--- src/rtl/uart_debug_ctrl.sv ---
// rtl/uart_debug_ctrl.sv - UART command sequencer driving core run/step and streaming PC/debug words
module uart_debug_ctrl #(
  parameter int          NUM_WORDS = 32,
  parameter int          ADDR_BITS = 5,
  parameter logic [7:0]  ACK_BYTE  = 8'h4B,
  parameter logic [7:0]  NAK_BYTE  = 8'h3F
) (
  input  logic                 clk,
  input  logic                 rst,
  input  logic [7:0]           rx_data,
  input  logic                 rx_ready,
  output logic                 rd_uart,
  output logic [7:0]           tx_data,
  output logic                 tx_start,
  input  logic                 tx_done_tick,
  input  logic [31:0]          pc_in,
  output logic [ADDR_BITS-1:0] dbg_addr,
  input  logic [31:0]          dbg_data,
  output logic                 cpu_run,
  output logic                 cpu_step,
  output logic                 busy
);

  localparam logic [2:0] IDLE      = 3'd0;
  localparam logic [2:0] DECODE    = 3'd1;
  localparam logic [2:0] STEP_WAIT = 3'd2;
  localparam logic [2:0] RD_WAIT   = 3'd3;
  localparam logic [2:0] LOAD      = 3'd4;
  localparam logic [2:0] SEND      = 3'd5;
  localparam logic [2:0] WAIT_TX   = 3'd6;
  localparam logic [2:0] NEXT      = 3'd7;

  localparam logic [7:0] CMD_GO   = 8'h47;
  localparam logic [7:0] CMD_HALT = 8'h48;
  localparam logic [7:0] CMD_STEP = 8'h53;
  localparam logic [7:0] CMD_DUMP = 8'h44;

  // Index of the final word of a dump, in counter width.
  localparam logic [ADDR_BITS-1:0] LAST_WORD = ADDR_BITS'(NUM_WORDS - 1);

  logic [2:0]           state;
  logic [7:0]           cmd;
  logic [31:0]          shreg;
  logic [2:0]           byte_cnt;
  logic [ADDR_BITS-1:0] word_cnt;
  logic                 dumping;
  logic                 last_byte;
  logic                 more_words;

  // Helpers shared by the WAIT_TX and NEXT transitions.
  always_comb begin
    last_byte  = (byte_cnt == 3'd1);
    more_words = dumping && (word_cnt < LAST_WORD);
  end

  // Sequencer: command decode, reply loading and byte-by-byte transmit handshake.
  always_ff @(posedge clk) begin
    if (rst) begin
      state    <= IDLE;
      cmd      <= 8'h00;
      shreg    <= 32'h0;
      byte_cnt <= 3'd0;
      word_cnt <= '0;
      dumping  <= 1'b0;
      rd_uart  <= 1'b0;
      tx_data  <= 8'h00;
      tx_start <= 1'b0;
      dbg_addr <= '0;
      cpu_run  <= 1'b0;
      cpu_step <= 1'b0;
      busy     <= 1'b0;
    end else begin
      // Strobes are single-cycle unless re-armed below.
      rd_uart  <= 1'b0;
      tx_start <= 1'b0;
      cpu_step <= 1'b0;

      case (state)
        IDLE: begin
          if (rx_ready) begin
            cmd     <= rx_data;
            rd_uart <= 1'b1;
            busy    <= 1'b1;
            state   <= DECODE;
          end
        end

        DECODE: begin
          dumping <= 1'b0;
          if (cmd == CMD_GO) begin
            cpu_run  <= 1'b1;
            shreg    <= {ACK_BYTE, 24'h0};
            byte_cnt <= 3'd1;
            state    <= SEND;
          end else if (cmd == CMD_HALT) begin
            cpu_run  <= 1'b0;
            shreg    <= {ACK_BYTE, 24'h0};
            byte_cnt <= 3'd1;
            state    <= SEND;
          end else if (cmd == CMD_STEP && !cpu_run) begin
            // A step is only meaningful on a halted core.
            cpu_step <= 1'b1;
            state    <= STEP_WAIT;
          end else if (cmd == CMD_DUMP) begin
            dumping  <= 1'b1;
            word_cnt <= '0;
            dbg_addr <= '0;
            state    <= RD_WAIT;
          end else begin
            shreg    <= {NAK_BYTE, 24'h0};
            byte_cnt <= 3'd1;
            state    <= SEND;
          end
        end

        STEP_WAIT: begin
          // The step pulse has been seen by the core; pc_in now reflects it.
          shreg    <= pc_in;
          byte_cnt <= 3'd4;
          state    <= SEND;
        end

        RD_WAIT: begin
          // dbg_data lags dbg_addr by one cycle.
          state <= LOAD;
        end

        LOAD: begin
          shreg    <= dbg_data;
          byte_cnt <= 3'd4;
          state    <= SEND;
        end

        SEND: begin
          tx_data  <= shreg[31:24];
          tx_start <= 1'b1;
          state    <= WAIT_TX;
        end

        WAIT_TX: begin
          if (tx_done_tick) begin
            shreg    <= {shreg[23:0], 8'h00};
            byte_cnt <= byte_cnt - 3'd1;
            state    <= last_byte ? NEXT : SEND;
          end
        end

        NEXT: begin
          if (more_words) begin
            word_cnt <= word_cnt + 1'b1;
            dbg_addr <= word_cnt + 1'b1;
            state    <= RD_WAIT;
          end else begin
            dumping <= 1'b0;
            busy    <= 1'b0;
            state   <= IDLE;
          end
        end

        default: begin
          busy  <= 1'b0;
          state <= IDLE;
        end
      endcase
    end
  end

endmodule

--- config.mk ---
export PLATFORM = sky130hd
export DESIGN_NAME = uart_debug_ctrl
export DESIGN_NICKNAME = d
export VERILOG_FILES = /design/src/rtl/uart_debug_ctrl.sv
export SDC_FILE = /design/constraint.sdc
export NUM_CORES = 1
export LEC_CHECK = 0
export CORE_ASPECT_RATIO = 1.1
export CORE_MARGIN = 1
export CORE_UTILIZATION = 35
export CTS_CLUSTER_DIAMETER = 150
export CTS_CLUSTER_SIZE = 28
export DETAILED_ROUTE_END_ITERATION = 10
export PLACE_DENSITY = 0.63
export SLEW_MARGIN = 20
export SYNTH_ARGS = -nofsm -noshare
export SYNTH_HDL_FRONTEND = slang
export SYNTH_SLANG_ARGS = --single-unit
--- constraint.sdc ---
create_clock -name clk -period 2 [get_ports clk]
set_input_delay 0.3 -clock clk [delete_from_list [all_inputs] [get_ports clk]]
set_output_delay 0.3 -clock clk [all_outputs]
set_load 0.02 [all_outputs]
* After elaboration in Yosys (flattened, before gate mapping)
Index checks and enable logic that the tools add are counted.
** Storage, ports and cells
- Register bits :: 65
- Bits of input ports :: 76
- Output and inout port bits :: 18
- Word-level logic and storage cells :: 99
** Cells by class
- Add/sub/neg operators :: 2
- $lt $le $gt $ge :: 1
- Eq/ne operators :: 22
- Mux-type cells :: 40
- Bitwise logic cells :: 2
- Reduce and logical (&&, ||, !) cells :: 20
** Operator list (number)
- $mux 32 :: 5
- $pmux 32 s4 :: 1
- $mux 3 :: 11
- $eq 8x7->1 const B :: 4
- $mux 5 :: 5
- $pmux 3 s7 :: 1
- $ne 2x2->1 const B :: 8
- $eq 3x3->1 const B :: 4
- $mux 1 :: 11
- $pmux 5 s2 :: 1
- $pmux 3 s3 :: 1
- $ne 4x4->1 const B :: 2
- $reduce_and 2->1 :: 4
- $reduce_and 4->1 :: 2
- $eq 3x1->1 const B :: 2
- $eq 3x2->1 const B :: 2
- $reduce_and 6->1 :: 1
- $reduce_bool 2->1 :: 3
- $add 5x1->5 const B :: 1
- $lt 5x5->1 const B :: 1
- $mux 2 :: 2
- $pmux 1 s2 :: 2
- $reduce_bool 4->1 :: 1
- $reduce_or 2->1 :: 2
- other kinds (8) :: 10

* Longest topological paths before layout
- Depth in word-level cells :: 6
- Gate-level depth with buffers :: 7
- Depth with buffers taken out :: 6

* Worst setup path before layout
Ideal clock, no wire load.
- Kind :: reg2reg
- Start point :: register cpu_run
- End point :: register shreg[14]
- Library setup time :: 0.071 ns
- Arrival time :: 1.503 ns
- Data required time :: 1.929 ns
- Path slack :: 0.426 ns
- Stages on the path, launching flop included :: 6
- Buffers on the path :: 1
- Period minus slack after synthesis :: 1.574 ns
- Cell sequence :: dfxtp_1 > nor4_2 > nand3_2 > a211oi_4 > buf_6 > o2bb2ai_1
** Between the ends
- Longest elaborated chain between the ends :: 4
** Ends and longest elaborated chain
- start, declared :: RTL line 19 : output logic cpu_run,
- start signal, assigned :: RTL line 69 : cpu_run <= 1'b0;
- start signal, assigned :: RTL line 91 : cpu_run <= 1'b1;
- start signal, assigned :: RTL line 96 : cpu_run <= 1'b0;
- $logic_not 1->1 :: RTL line 100 : end else if (cmd == CMD_STEP && !cpu_run) begin
- $logic_and 1x1->1 :: RTL line 100
- $ne 4x4->1 (no source line)
- $reduce_and 4->1 (no source line)
- end signal, assigned :: RTL line 97 : shreg <= {ACK_BYTE, 24'h0};
- end signal, assigned :: RTL line 110 : shreg <= {NAK_BYTE, 24'h0};
- end signal, assigned :: RTL line 118 : shreg <= pc_in;
- end, declared :: RTL line 43 : logic [31:0] shreg;
Every way passes these cells.
A chain may end at the register's enable or synchronous reset.

* Final worst setup path
- Start point :: register state[1]
- End point :: register shreg[5]
** Between the ends
- Longest elaborated chain between the ends :: 3
- Elaborated cells between the ends (all ways) :: 10
- Those cells by class :: 7 x eq/ne; 1 x mux; 2 x reduce/logical
** Ends and longest elaborated chain
- start, declared :: RTL line 41 : logic [2:0] state;
- start signal, assigned :: RTL line 144 : state <= last_byte ? NEXT : SEND;
- $eq 3x1->1 (tied with other cells) :: RTL line 78 : case (state)
- $ne 4x4->1 (no source line) (tied with other cells)
- $reduce_and 4->1 (no source line)
- end signal, assigned :: RTL line 92 : shreg <= {ACK_BYTE, 24'h0};
- end signal, assigned :: RTL line 97
- end signal, assigned :: RTL line 110
Parallel ways exist; a longest one is shown, timed or not.

==> flow_metrics.tcl <==
set metrics [dict create \
    r2r_setup_slack_ps 170 \
    whs_ps 440 \
    die_w_um 94.2 \
    postLayoutCoreUtil_pct 51.8 \
    setup.worst_path.start_class "flip-flop" \
    portBuffers 93 \
    die_area_mm2 0.00974 \
    fin_nets 523 \
    p_leak_nw 1.61 \
    ys.flop_type "dfxtp_1" \
    layout_min_cycle_time_ps 1830 \
    initial_core_util_pct 36.5 \
    finalSetupViolations 0 \
    routed_wl_mm 8.77 \
    min_path_type "input pin to flip-flop" \
    cp-end-kind "flip-flop" \
    maxCapViolCount 0 \
    rows 36 \
    hold_viol_final 0 \
    die_y_um 103 \
    synthTopCellsByArea "dfxtp_1, a22oi_1, mux2_2" \
    antenna_found_initial 0 \
    core_area_mm2 0.00896 \
    clockRootBuffer "clkbuf_8" \
    seq_area_frac_synth_pct 39.8 \
    relSlewSlack_pct 62.7 \
    fin_area_mm2 0.00464 \
    pwr_density_cell_mw_per_mm2 793 \
    yosys.cell_types.count 60 \
    grt_pass1_vias 2977 \
    ys_warn_count 0 \
    yosys_register_bits 65 \
    grt_first_pass_wirelength_mm 14.5 \
    tightestPinTransition_ps 555 \
    stdcell_count 563 \
    crit_type "flip-flop to flip-flop" \
    grt_max_degree 32 \
    overflow 0 \
    wl_per_cell_um 15.6 \
    htreeDepth 3 \
    cp_num_buf_inv 2 \
    hpwl_mm 6.41 \
    placed_area_mm2 0.00435 \
    tns_ps 0 \
    drc 0 \
    synth_edf_count 0 \
    fmax_mhz 546 \
    cts_buffer_depth 2 \
    vias 3110 \
    gp_congestion 0.789 \
    antenna_left 0 \
    fin_crit_sh_pct 91.6 \
    critPathSlowestCell "dfxtp_1" \
    drive_above_1_share_pct 15.6 \
    placed_cells 546 \
    cts_buffers 9 \
    drt-pass1-iter-count 4 \
    required_ps 2240 \
    syn-cell-area_mm2 0.00327 \
    cts_hold_buf 0 \
    n_antenna_cell 0 \
    path_delay_family "buffers and inverters" \
    postSynthCellCount 352 \
    peakVddDrop_mv 0.388 \
    top_level_ports 94 \
    drtIter0Drc 179 \
    clock-sinks 65 \
    postSynth.asyncResetShare_pct 0 \
    synth_top_cell_by_area "dfxtp_1" \
    grt_setup_unrepaired "no" \
    critical-path-max-stage-delay_ps 520 \
    path_common_cell "buf_4" \
    cts_tree "built" \
    path_clk_slew_ps 70 \
    globalRouteTotalUtil_pct 19.4 \
    syn2layout_area_growth_pct 41.9 \
    syn_avg_cell_area_um2 9.30 \
    status "finished clean" \
    drv_slew 0 \
    synthesis.nets 431 \
    viasPerCell 5.52 \
    finalClockSkew_ps 7.73 \
    path_max_fanout 31 \
    cp_cell_sequence "buf_4, nor2b_1, buf_4, a22oi_1, o32ai_1" \
    synth_top_area_share_pct 39.8 \
    insertion_delay_ps 340 \
    cp.arrival_ps 2070 \
]
per-layer routing:
metal	vias up	track usage [%]	part of all wire, %
met5	-	0	0
met2	99	31.2	47
met1	1471	25.8	46
met4	0	6.15	1.2
li1	1530	-	-
met3	10	4.39	5.3
power breakdown:
part / internal, mW / switching [mW] / total, mW
combinational: 0.387 / 0.345 / 0.732
sequential: 1.37 / 0.0623 / 1.43
clock: 1.02 / 0.499 / 1.52
Yosys cell counts (5+ instances only):
master and instances:
mux2_2 20, clkbuf_1 17, inv_1 7, nor2_1 14, a221oi_1 5, a21oi_1 21
o32ai_1 8, a22oi_1 30, nand3_1 14, a211oi_1 6, nor3_1 7, o2bb2ai_1 17
dfxtp_1 65, nand2_1 44
cell type report:
type / count / area, um^2
clock buffers: 11 / 151
clock inverters: 5 / 125
fillers: 849 / 4320
inverters: 8 / 30.0
multi-input cells: 251 / 1810
flip-flops and latches: 65 / 1300
well taps: 114 / 143
repair buffers: 109 / 1080
flip-flops by register name (all words and copies together), names as in the netlist, 3 cells and up:
name      count
byte_cnt      3
cmd           8
shreg        32
state         3
tx_data       8
word_cnt      5
cells by family after synthesis:
family          after synthesis  synth area share (%)
compound gates              119                  28.7
simple gates                105                  17.2
flops                        65                  39.8
buf+inv                      36                  5.08
mux                          24                  8.10
fa+ha+maj                     3                  1.15
final timing paths:
check                          start                        to  depth (start not counted)
max reg2reg    state[1]$_SDFFE_PP0P_     shreg[5]$_SDFFE_PP0P_                          5
min                              rst  word_cnt[3]$_SDFFE_PP0P_                          4
min reg2reg  tx_data[0]$_SDFFE_PP0P_   tx_data[0]$_SDFFE_PP0P_                          2
max            state[1]$_SDFFE_PP0P_     shreg[5]$_SDFFE_PP0P_                          5
placed cells by master, fill, tap and decap left out, types with 11 or more instances in the layout:
cell,netlist,layout
a22oi_1,30,30
dfxtp_1,65,64
buf_4,3,13
clkbuf_8,0,11
o2bb2ai_1,17,17
a21oi_1,21,21
clkdlybuf4s50_1,0,92
nor2_1,14,14
nand3_1,14,14
mux2_2,20,20
nand2_1,44,44
through the flow:
step	setup WS, ps	power (mW)
after floorplan	426	1.88
after global placement	-19.5	2.17
after detailed placement	-46.7	2.18
after CTS	94.4	3.71
after global routing	32.8	3.86
final	168	3.68
repair_timing:
item,in CTS,in global routing
resized for setup,0,1
endpoints found under the setup margin,0,28
setup buffers,0,1
worst reg2reg max path, cell delays in order (launching register included):
cell     delay [ps]
dfxtp_1         520
buf_4           380
nor2b_1         330
buf_4           200
a22oi_1          60
o32ai_1         240
Power figures use the tool's default switching activity.
